## src/rtl/cp0_regfile_if.sv

```systemverilog
// Commit-side bundle between the pipeline and the CP0 register file:
// MTC0 writes, exception/ERET commit, interrupt lines and the CP0 snapshot.
interface cp0_regfile_if;
    logic          wr_en;
    logic [4:0]    wr_addr;
    logic [31:0]   wr_data;
    logic          exc_valid;
    logic [4:0]    exc_code;
    logic [31:0]   exc_pc;
    logic          exc_bd;
    logic          exc_bad_en;
    logic [31:0]   exc_bad_va;
    logic          eret;
    logic [5:0]    ext_int;
    logic [223:0]  cp0;
    logic          int_req;
    logic [31:0]   epc_out;

    modport master (
        output wr_en, wr_addr, wr_data, exc_valid, exc_code, exc_pc, exc_bd,
               exc_bad_en, exc_bad_va, eret, ext_int,
        input  cp0, int_req, epc_out
    );

    modport slave (
        input  wr_en, wr_addr, wr_data, exc_valid, exc_code, exc_pc, exc_bd,
               exc_bad_en, exc_bad_va, eret, ext_int,
        output cp0, int_req, epc_out
    );
endinterface

```

## src/rtl/cp0_regfile.sv

```systemverilog
// Architectural CP0 state: MTC0 commit, Count/Compare timer, interrupt
// detection, exception entry and ERET. The snapshot on bus.cp0 is registered.
module cp0_regfile #(
    parameter int          COUNT_DIV  = 2,
    parameter logic [31:0] STATUS_RST = 32'h0040_0000
) (
    input  logic          clk,
    input  logic          resetn,
    cp0_regfile_if.slave  bus
);

    localparam logic [0:0] DIV_LAST = 1'(COUNT_DIV - 1);

    logic [31:0] badvaddr_r, count_r, compare_r, status_r, epc_r, errorepc_r;
    logic [31:0] badvaddr_s, count_s, compare_s, status_s, epc_s, errorepc_s;
    logic        bd_r, ti_r, int_req_r;
    logic        bd_s, ti_s, int_req_s;
    logic [5:0]  ip_hw_r, ip_hw_s;
    logic [1:0]  ip_sw_r, ip_sw_s;
    logic [4:0]  exc_code_r, exc_code_s;
    logic [0:0]  div_r, div_s;
    logic [31:0] cause_s;
    logic        exc_take_s, eret_take_s, wr_take_s;

    assign cause_s = {bd_r, ti_r, 14'd0, ip_hw_r, ip_sw_r, 1'b0, exc_code_r, 2'b00};

    assign exc_take_s  = bus.exc_valid;
    assign eret_take_s = ~bus.exc_valid & bus.eret;
    assign wr_take_s   = ~bus.exc_valid & ~bus.eret & bus.wr_en;

    // Next-state for every CP0 register; priority exception > ERET > MTC0.
    always_comb begin
        badvaddr_s = badvaddr_r;
        count_s    = count_r;
        compare_s  = compare_r;
        status_s   = status_r;
        epc_s      = epc_r;
        errorepc_s = errorepc_r;
        bd_s       = bd_r;
        ti_s       = ti_r;
        ip_sw_s    = ip_sw_r;
        exc_code_s = exc_code_r;
        div_s      = div_r;

        // A Count write restarts the divider so the new value holds a full period.
        if (wr_take_s && (bus.wr_addr == 5'd9)) begin
            count_s = bus.wr_data;
            div_s   = 1'b0;
        end else if (div_r == DIV_LAST) begin
            count_s = count_r + 32'd1;
            div_s   = 1'b0;
        end else begin
            div_s   = div_r + 1'b1;
        end

        if (wr_take_s && (bus.wr_addr == 5'd11)) begin
            ti_s = 1'b0;
        end else if (count_r == compare_r) begin
            ti_s = 1'b1;
        end else begin
            ti_s = ti_r;
        end

        ip_hw_s = {bus.ext_int[5] | ti_s, bus.ext_int[4:0]};

        if (exc_take_s) begin
            exc_code_s = bus.exc_code;
            // A nested exception keeps the original return point.
            if (!status_r[1]) begin
                epc_s = bus.exc_bd ? (bus.exc_pc - 32'd4) : bus.exc_pc;
                bd_s  = bus.exc_bd;
            end else begin
                epc_s = epc_r;
                bd_s  = bd_r;
            end
            status_s[1] = 1'b1;
            if (bus.exc_bad_en) begin
                badvaddr_s = bus.exc_bad_va;
            end else begin
                badvaddr_s = badvaddr_r;
            end
        end else if (eret_take_s) begin
            status_s[1] = 1'b0;
        end else if (wr_take_s) begin
            case (bus.wr_addr)
                5'd11:   compare_s  = bus.wr_data;
                5'd12:   status_s   = bus.wr_data;
                5'd13:   ip_sw_s    = bus.wr_data[9:8];
                5'd14:   epc_s      = bus.wr_data;
                5'd30:   errorepc_s = bus.wr_data;
                default: begin end
            endcase
        end else begin
            status_s = status_r;
        end

        int_req_s = status_r[0] & ~status_r[1] & (|(cause_s[15:8] & status_r[15:8]));
    end

    // CP0 state registers with asynchronous reset.
    always_ff @(posedge clk or negedge resetn) begin
        if (!resetn) begin
            badvaddr_r <= 32'd0;
            count_r    <= 32'd0;
            compare_r  <= 32'd0;
            status_r   <= STATUS_RST;
            epc_r      <= 32'd0;
            errorepc_r <= 32'd0;
            bd_r       <= 1'b0;
            ti_r       <= 1'b0;
            ip_hw_r    <= 6'd0;
            ip_sw_r    <= 2'd0;
            exc_code_r <= 5'd0;
            div_r      <= 1'b0;
            int_req_r  <= 1'b0;
        end else begin
            badvaddr_r <= badvaddr_s;
            count_r    <= count_s;
            compare_r  <= compare_s;
            status_r   <= status_s;
            epc_r      <= epc_s;
            errorepc_r <= errorepc_s;
            bd_r       <= bd_s;
            ti_r       <= ti_s;
            ip_hw_r    <= ip_hw_s;
            ip_sw_r    <= ip_sw_s;
            exc_code_r <= exc_code_s;
            div_r      <= div_s;
            int_req_r  <= int_req_s;
        end
    end

    assign bus.cp0     = {badvaddr_r, count_r, compare_r, status_r, cause_s, epc_r, errorepc_r};
    assign bus.int_req = int_req_r;
    assign bus.epc_out = epc_r;

endmodule

```

## src/flat_wrapper.sv

```systemverilog
// flat-port wrapper written by rule: the top's interface ports become plain ports
module cp0_regfile_flat 
#(
    parameter int          COUNT_DIV  = 2,
    parameter logic [31:0] STATUS_RST = 32'h0040_0000
)
  (clk, resetn, bus_wr_en, bus_wr_addr, bus_wr_data, bus_exc_valid, bus_exc_code, bus_exc_pc, bus_exc_bd, bus_exc_bad_en, bus_exc_bad_va, bus_eret, bus_ext_int, bus_cp0, bus_int_req, bus_epc_out);
  cp0_regfile_if bus_i ();
  input  logic clk;
  input  logic resetn;
  input wire logic [$bits(bus_i.wr_en)-1:0] bus_wr_en;
  input wire logic [$bits(bus_i.wr_addr)-1:0] bus_wr_addr;
  input wire logic [$bits(bus_i.wr_data)-1:0] bus_wr_data;
  input wire logic [$bits(bus_i.exc_valid)-1:0] bus_exc_valid;
  input wire logic [$bits(bus_i.exc_code)-1:0] bus_exc_code;
  input wire logic [$bits(bus_i.exc_pc)-1:0] bus_exc_pc;
  input wire logic [$bits(bus_i.exc_bd)-1:0] bus_exc_bd;
  input wire logic [$bits(bus_i.exc_bad_en)-1:0] bus_exc_bad_en;
  input wire logic [$bits(bus_i.exc_bad_va)-1:0] bus_exc_bad_va;
  input wire logic [$bits(bus_i.eret)-1:0] bus_eret;
  input wire logic [$bits(bus_i.ext_int)-1:0] bus_ext_int;
  output wire logic [$bits(bus_i.cp0)-1:0] bus_cp0;
  output wire logic [$bits(bus_i.int_req)-1:0] bus_int_req;
  output wire logic [$bits(bus_i.epc_out)-1:0] bus_epc_out;
  assign bus_i.wr_en = bus_wr_en;
  assign bus_i.wr_addr = bus_wr_addr;
  assign bus_i.wr_data = bus_wr_data;
  assign bus_i.exc_valid = bus_exc_valid;
  assign bus_i.exc_code = bus_exc_code;
  assign bus_i.exc_pc = bus_exc_pc;
  assign bus_i.exc_bd = bus_exc_bd;
  assign bus_i.exc_bad_en = bus_exc_bad_en;
  assign bus_i.exc_bad_va = bus_exc_bad_va;
  assign bus_i.eret = bus_eret;
  assign bus_i.ext_int = bus_ext_int;
  assign bus_cp0 = bus_i.cp0;
  assign bus_int_req = bus_i.int_req;
  assign bus_epc_out = bus_i.epc_out;
  cp0_regfile #(.COUNT_DIV(COUNT_DIV), .STATUS_RST(STATUS_RST)) u_core (.clk(clk), .resetn(resetn), .bus(bus_i));
endmodule
```

## config.mk

```make
export PLATFORM = sky130hd
export DESIGN_NAME = cp0_regfile_flat
export DESIGN_NICKNAME = d
export VERILOG_FILES = /design/src/rtl/cp0_regfile_if.sv /design/src/rtl/cp0_regfile.sv /design/src/flat_wrapper.sv
export SDC_FILE = /design/constraint.sdc
export NUM_CORES = 1
export LEC_CHECK = 0
export ABC_CLOCK_PERIOD_IN_PS = 1800
export CAP_MARGIN = 20
export CORE_ASPECT_RATIO = 1.4
export CORE_MARGIN = 1.5
export CORE_UTILIZATION = 41
export CTS_BUF_LIST = sky130_fd_sc_hd__clkbuf_16
export CTS_CLUSTER_SIZE = 25
export DETAILED_ROUTE_END_ITERATION = 10
export PLACE_DENSITY = 0.8
export SYNTH_ARGS = -nofsm -noshare
export SYNTH_HDL_FRONTEND = slang
export SYNTH_SLANG_ARGS = --single-unit
```

## constraint.sdc

```tcl
create_clock -name clk -period 1.8 [get_ports clk]
set_clock_uncertainty 0.2 [all_clocks]
set_input_delay 0.36 -clock clk [delete_from_list [all_inputs] [get_ports clk]]
set_output_delay 0.36 -clock clk [all_outputs]
set_load 0.02 [all_outputs]
```

==> results of run 1 <==
where the power goes:
part           total (mW)  switching [mW]  internal [mW]
sequential           5.88           0.570           5.31
clock                4.75            1.99           2.76
combinational        4.84            2.52           2.32
total                15.5            5.08           10.4
critical path, delay by kind of cell, from the launching register on:
kind / cells / cell delay (ns)
compound gates: 1 / 0.07
xor+xnor: 1 / 0.14
fa+ha+maj: 1 / 0.17
flops: 1 / 0.42
simple gates: 3 / 0.88
stage by stage:
step / TNS, ns / setup WS [ns] / util / hold WS (ns) / cell area, µm²
3_3_place_gp: -107.26 / -0.725 / 0.619 / 0.0652 / 14900
3_5_place_dp: -113.20 / -0.766 / 0.619 / 0.0699 / 14900
4_1_cts: -1.83 / -0.175 / 0.664 / 0.0716 / 15900
2_1_floorplan: -4.33 / -0.225 / - / -0.136 / 10400
6_report: -1.99 / -0.204 / 0.667 / 0.0148 / 16000
5_1_grt: -3.19 / -0.214 / 0.667 / 0.0523 / 16000
routing by layer:
| layer | track usage | share of wire |
|---|---|---|
| met2 | 0.526 | 0.54 |
| met5 | 0 | 0.00030 |
| met4 | 0.121 | 0.044 |
| met3 | 0.0546 | 0.071 |
| met1 | 0.301 | 0.34 |
area by class of cell:
cell class	count	area, µm²
clock inverters	17	166
well taps	310	388
flip-flops and latches	209	5260
fillers	1746	7970
clock buffers	23	576
multi-input cells	569	4700
inverters	8	30.0
repair buffers	544	4880
sequential cells by signal, indices dropped and copies added (netlist names), 2 cells and up:
| name | cells |
|---|---|
| u_core.status_r | 32 |
| u_core.ip_sw_r | 2 |
| u_core.bus.epc_out | 32 |
| u_core.compare_r | 32 |
| u_core.errorepc_r | 32 |
| u_core.ip_hw_r | 6 |
| u_core.count_r | 32 |
| u_core.badvaddr_r | 32 |
| u_core.exc_code_r | 5 |
logic make-up (layout without fill, tap and decap cells):
logic type | count (synthesis) | count (layout)
AND/OR/NAND/NOR | 209 | 210
adder cells (fa/ha/maj) | 2 | 2
AO/OA/AOI/OAI | 114 | 114
other | 1 | 17
multiplexers | 141 | 141
flip-flops | 209 | 209
XOR/XNOR | 85 | 85
buffers and inverters | 96 | 592
cell usage in the layout, fill, tap and decap left out, drive strengths merged, types with 25 or more instances in the layout:
| cell | n |
|---|---|
| buf | 234 |
| dfrtp | 208 |
| mux2 | 135 |
| clkdlybuf4s15 | 123 |
| clkdlybuf4s50 | 94 |
| clkbuf | 80 |
| nand2 | 73 |
| xor2 | 63 |
| o21ai | 53 |
| a21oi | 27 |
| dlygate4sd2 | 26 |
| nor2 | 25 |
worst min path at each step:
stage / start / end / cells after the start / slack, ns
finish: bus_exc_bd / u_core.bd_r / 4 / 0.01
global placement: resetn / u_core.compare_r[3] / 1 / 0.07
CTS: bus_ext_int[4] / u_core.ip_hw_r[4] / 1 / 0.07
floorplan: resetn / u_core.badvaddr_r[0] / 0 / -0.14
global route: bus_exc_bd / u_core.bd_r / 4 / 0.05
detailed placement: resetn / u_core.compare_r[7] / 1 / 0.07
repair_timing:
item                                    4_1_cts  5_1_grt
hold buffers                                  1        0
pin swaps                                    38       31
hold endpoints to repair                    208        0
buffers inserted                             23       25
resized for setup                           658      191
gates cloned                                  4        2
endpoints found under the setup margin      369      196
==> summary.txt, run 1 <==
Critical path
  • R2r endpoint: u_core.count_r[28]
  • Worst setup path category: reg -> reg
  • Worst r2r src: u_core.count_r[0]
  • Crit path max fanout: 5
  • Crit path to: u_core.count_r[28]
  • CP Launch Point: u_core.count_r[0]
  • Startpoint Class: flip-flop
  • Cells on worst reg2reg path: 6
  • R2R Setup Slk: -0.20 ns
  • Cell Chain, Critical Path: ha_4 > nand2_4 > or4_4 > nor3_2 > xnor2_1 > o21ai_1
  • Required @ worst endpoint: 1.99 ns
  • Crit end category: flip-flop
  • Worst path slowest cell: or4_4
  • CP peak stage delay: 0.61 ns
  • CP Data Arrival Time: 2.19 ns

Route
  • Routed WL: 36,900 µm
  • DR WL/cell: 21.9 µm
  • DRC Markers: 0
  • Drt initial violations: 516
  • Via count: 8,939
  • DRT Pass-1 Iters: 6
  • Detail Route Antenna Nets: 0
  • Vias per Instance: 5.32

CTS
  • CTS tree: yes
  • H-tree depth: 1
  • Number of clock sinks: 209
  • Clk Latency, worst-skew pair: 0.51 ns
  • Root Buffer: clkbuf_16
  • Clock Path Buffers: 3
  • Num CTS Buffers: 22
  • CTS clk-pin slew, worst paths: 0.06 ns

Yosys
  • Adder-Cell Fraction of Synth Area: 0.00249
  • Flops & latches, synth: 209
  • Part of the Yosys area used for sequential elements: 0.521
  • Dominant synthesized flop cell: dfrtp_1
  • Cell Area, Synth: 0.0100 mm²
  • Mapped Cells: 857
  • Distinct cells, synth: 60
  • Synth top area cells: dfrtp_1 (52%), mux2_2 (15%), xor2_1 (5.5%)
  • Yosys Warn Count: 0
  • Post-synthesis xor/xnor area fraction: 0.0741
  • Post-synthesis compound-gate area fraction: 0.0670
  • Most frequent cell after synthesis: dfrtp_1
  • Yosys top cell by area: dfrtp_1
  • Multiplexer share of the synthesized area: 0.157
  • Synth Area in Simple Gates: 0.122
  • Post-synth top area share: 0.518
  • FFs w/ async S/R, synth: 1.00
  • Largest family of logic cells by synthesized area: multiplexers
  • EDFF count, synth: 0
  • Syn_area_per_cell: 11.7 µm²
  • Synth top cells by count: dfrtp_1 (208), mux2_2 (135), nand2_1 (72)

Status
  • Outcome: finished with violations
  • Failing checks: setup timing

STA
  • Final setup vio count: 23
  • RSZ-0062 raised after global routing: true
  • Fin. Hold Viols: 0
  • Crit share post-route: 1.11
  • Achievable Freq: 0.499 GHz
  • Tmin final: 2.00 ns
  • Final WS setup: -0.204 ns
  • Final Max Tran Viols: 0

Power and ir drop
  • Overall power: 15.5 mW
  • Power Density: 966 mW/mm²
  • Leak: 7.48 nW
  • VDD IR-drop max: 801 µV

GRT
  • Largest net degree at the start of global routing: 63
  • First-pass GRT wire length: 54,200 µm
  • Vias in the first global route: 9,367
  • GRT overflow: 0
  • Initial antenna violation count: 1
  • GRT Overall Usage: 0.281

Placed design
  • Hpwl dp: 26,800 µm
  • Gpl congestion: 0.904
  • PortBufs: 358
  • DP Cell Count: 1,589

Finish
  • Area grow syn2layout: 59.2%
  • Non-Filler Instances: 1,680
  • Share of layout cells above drive strength 1: 0.455
  • Final net count: 1,475
  • Ant. Diodes: 0

Die
  • Die area: 0.0255 mm²
  • Die width: 135 µm
  • Core Box Area: 0.0240 mm²
  • Die Span Y: 188 µm
  • Starting Density: 0.419
  • Top Ports: 376
  • # rows: 67

Hold path
  • Min-Delay Path Class: in -> reg

Run
  • Maxcap violations: 0
(Power assumes the default switching activity.)
==> inputs of run 2 (changes only) <==
SLEW_MARGIN = 25   (was not set)
==> results of run 2 <==
Same layout as run 1: the final DEF is identical, and so are final timing and power.
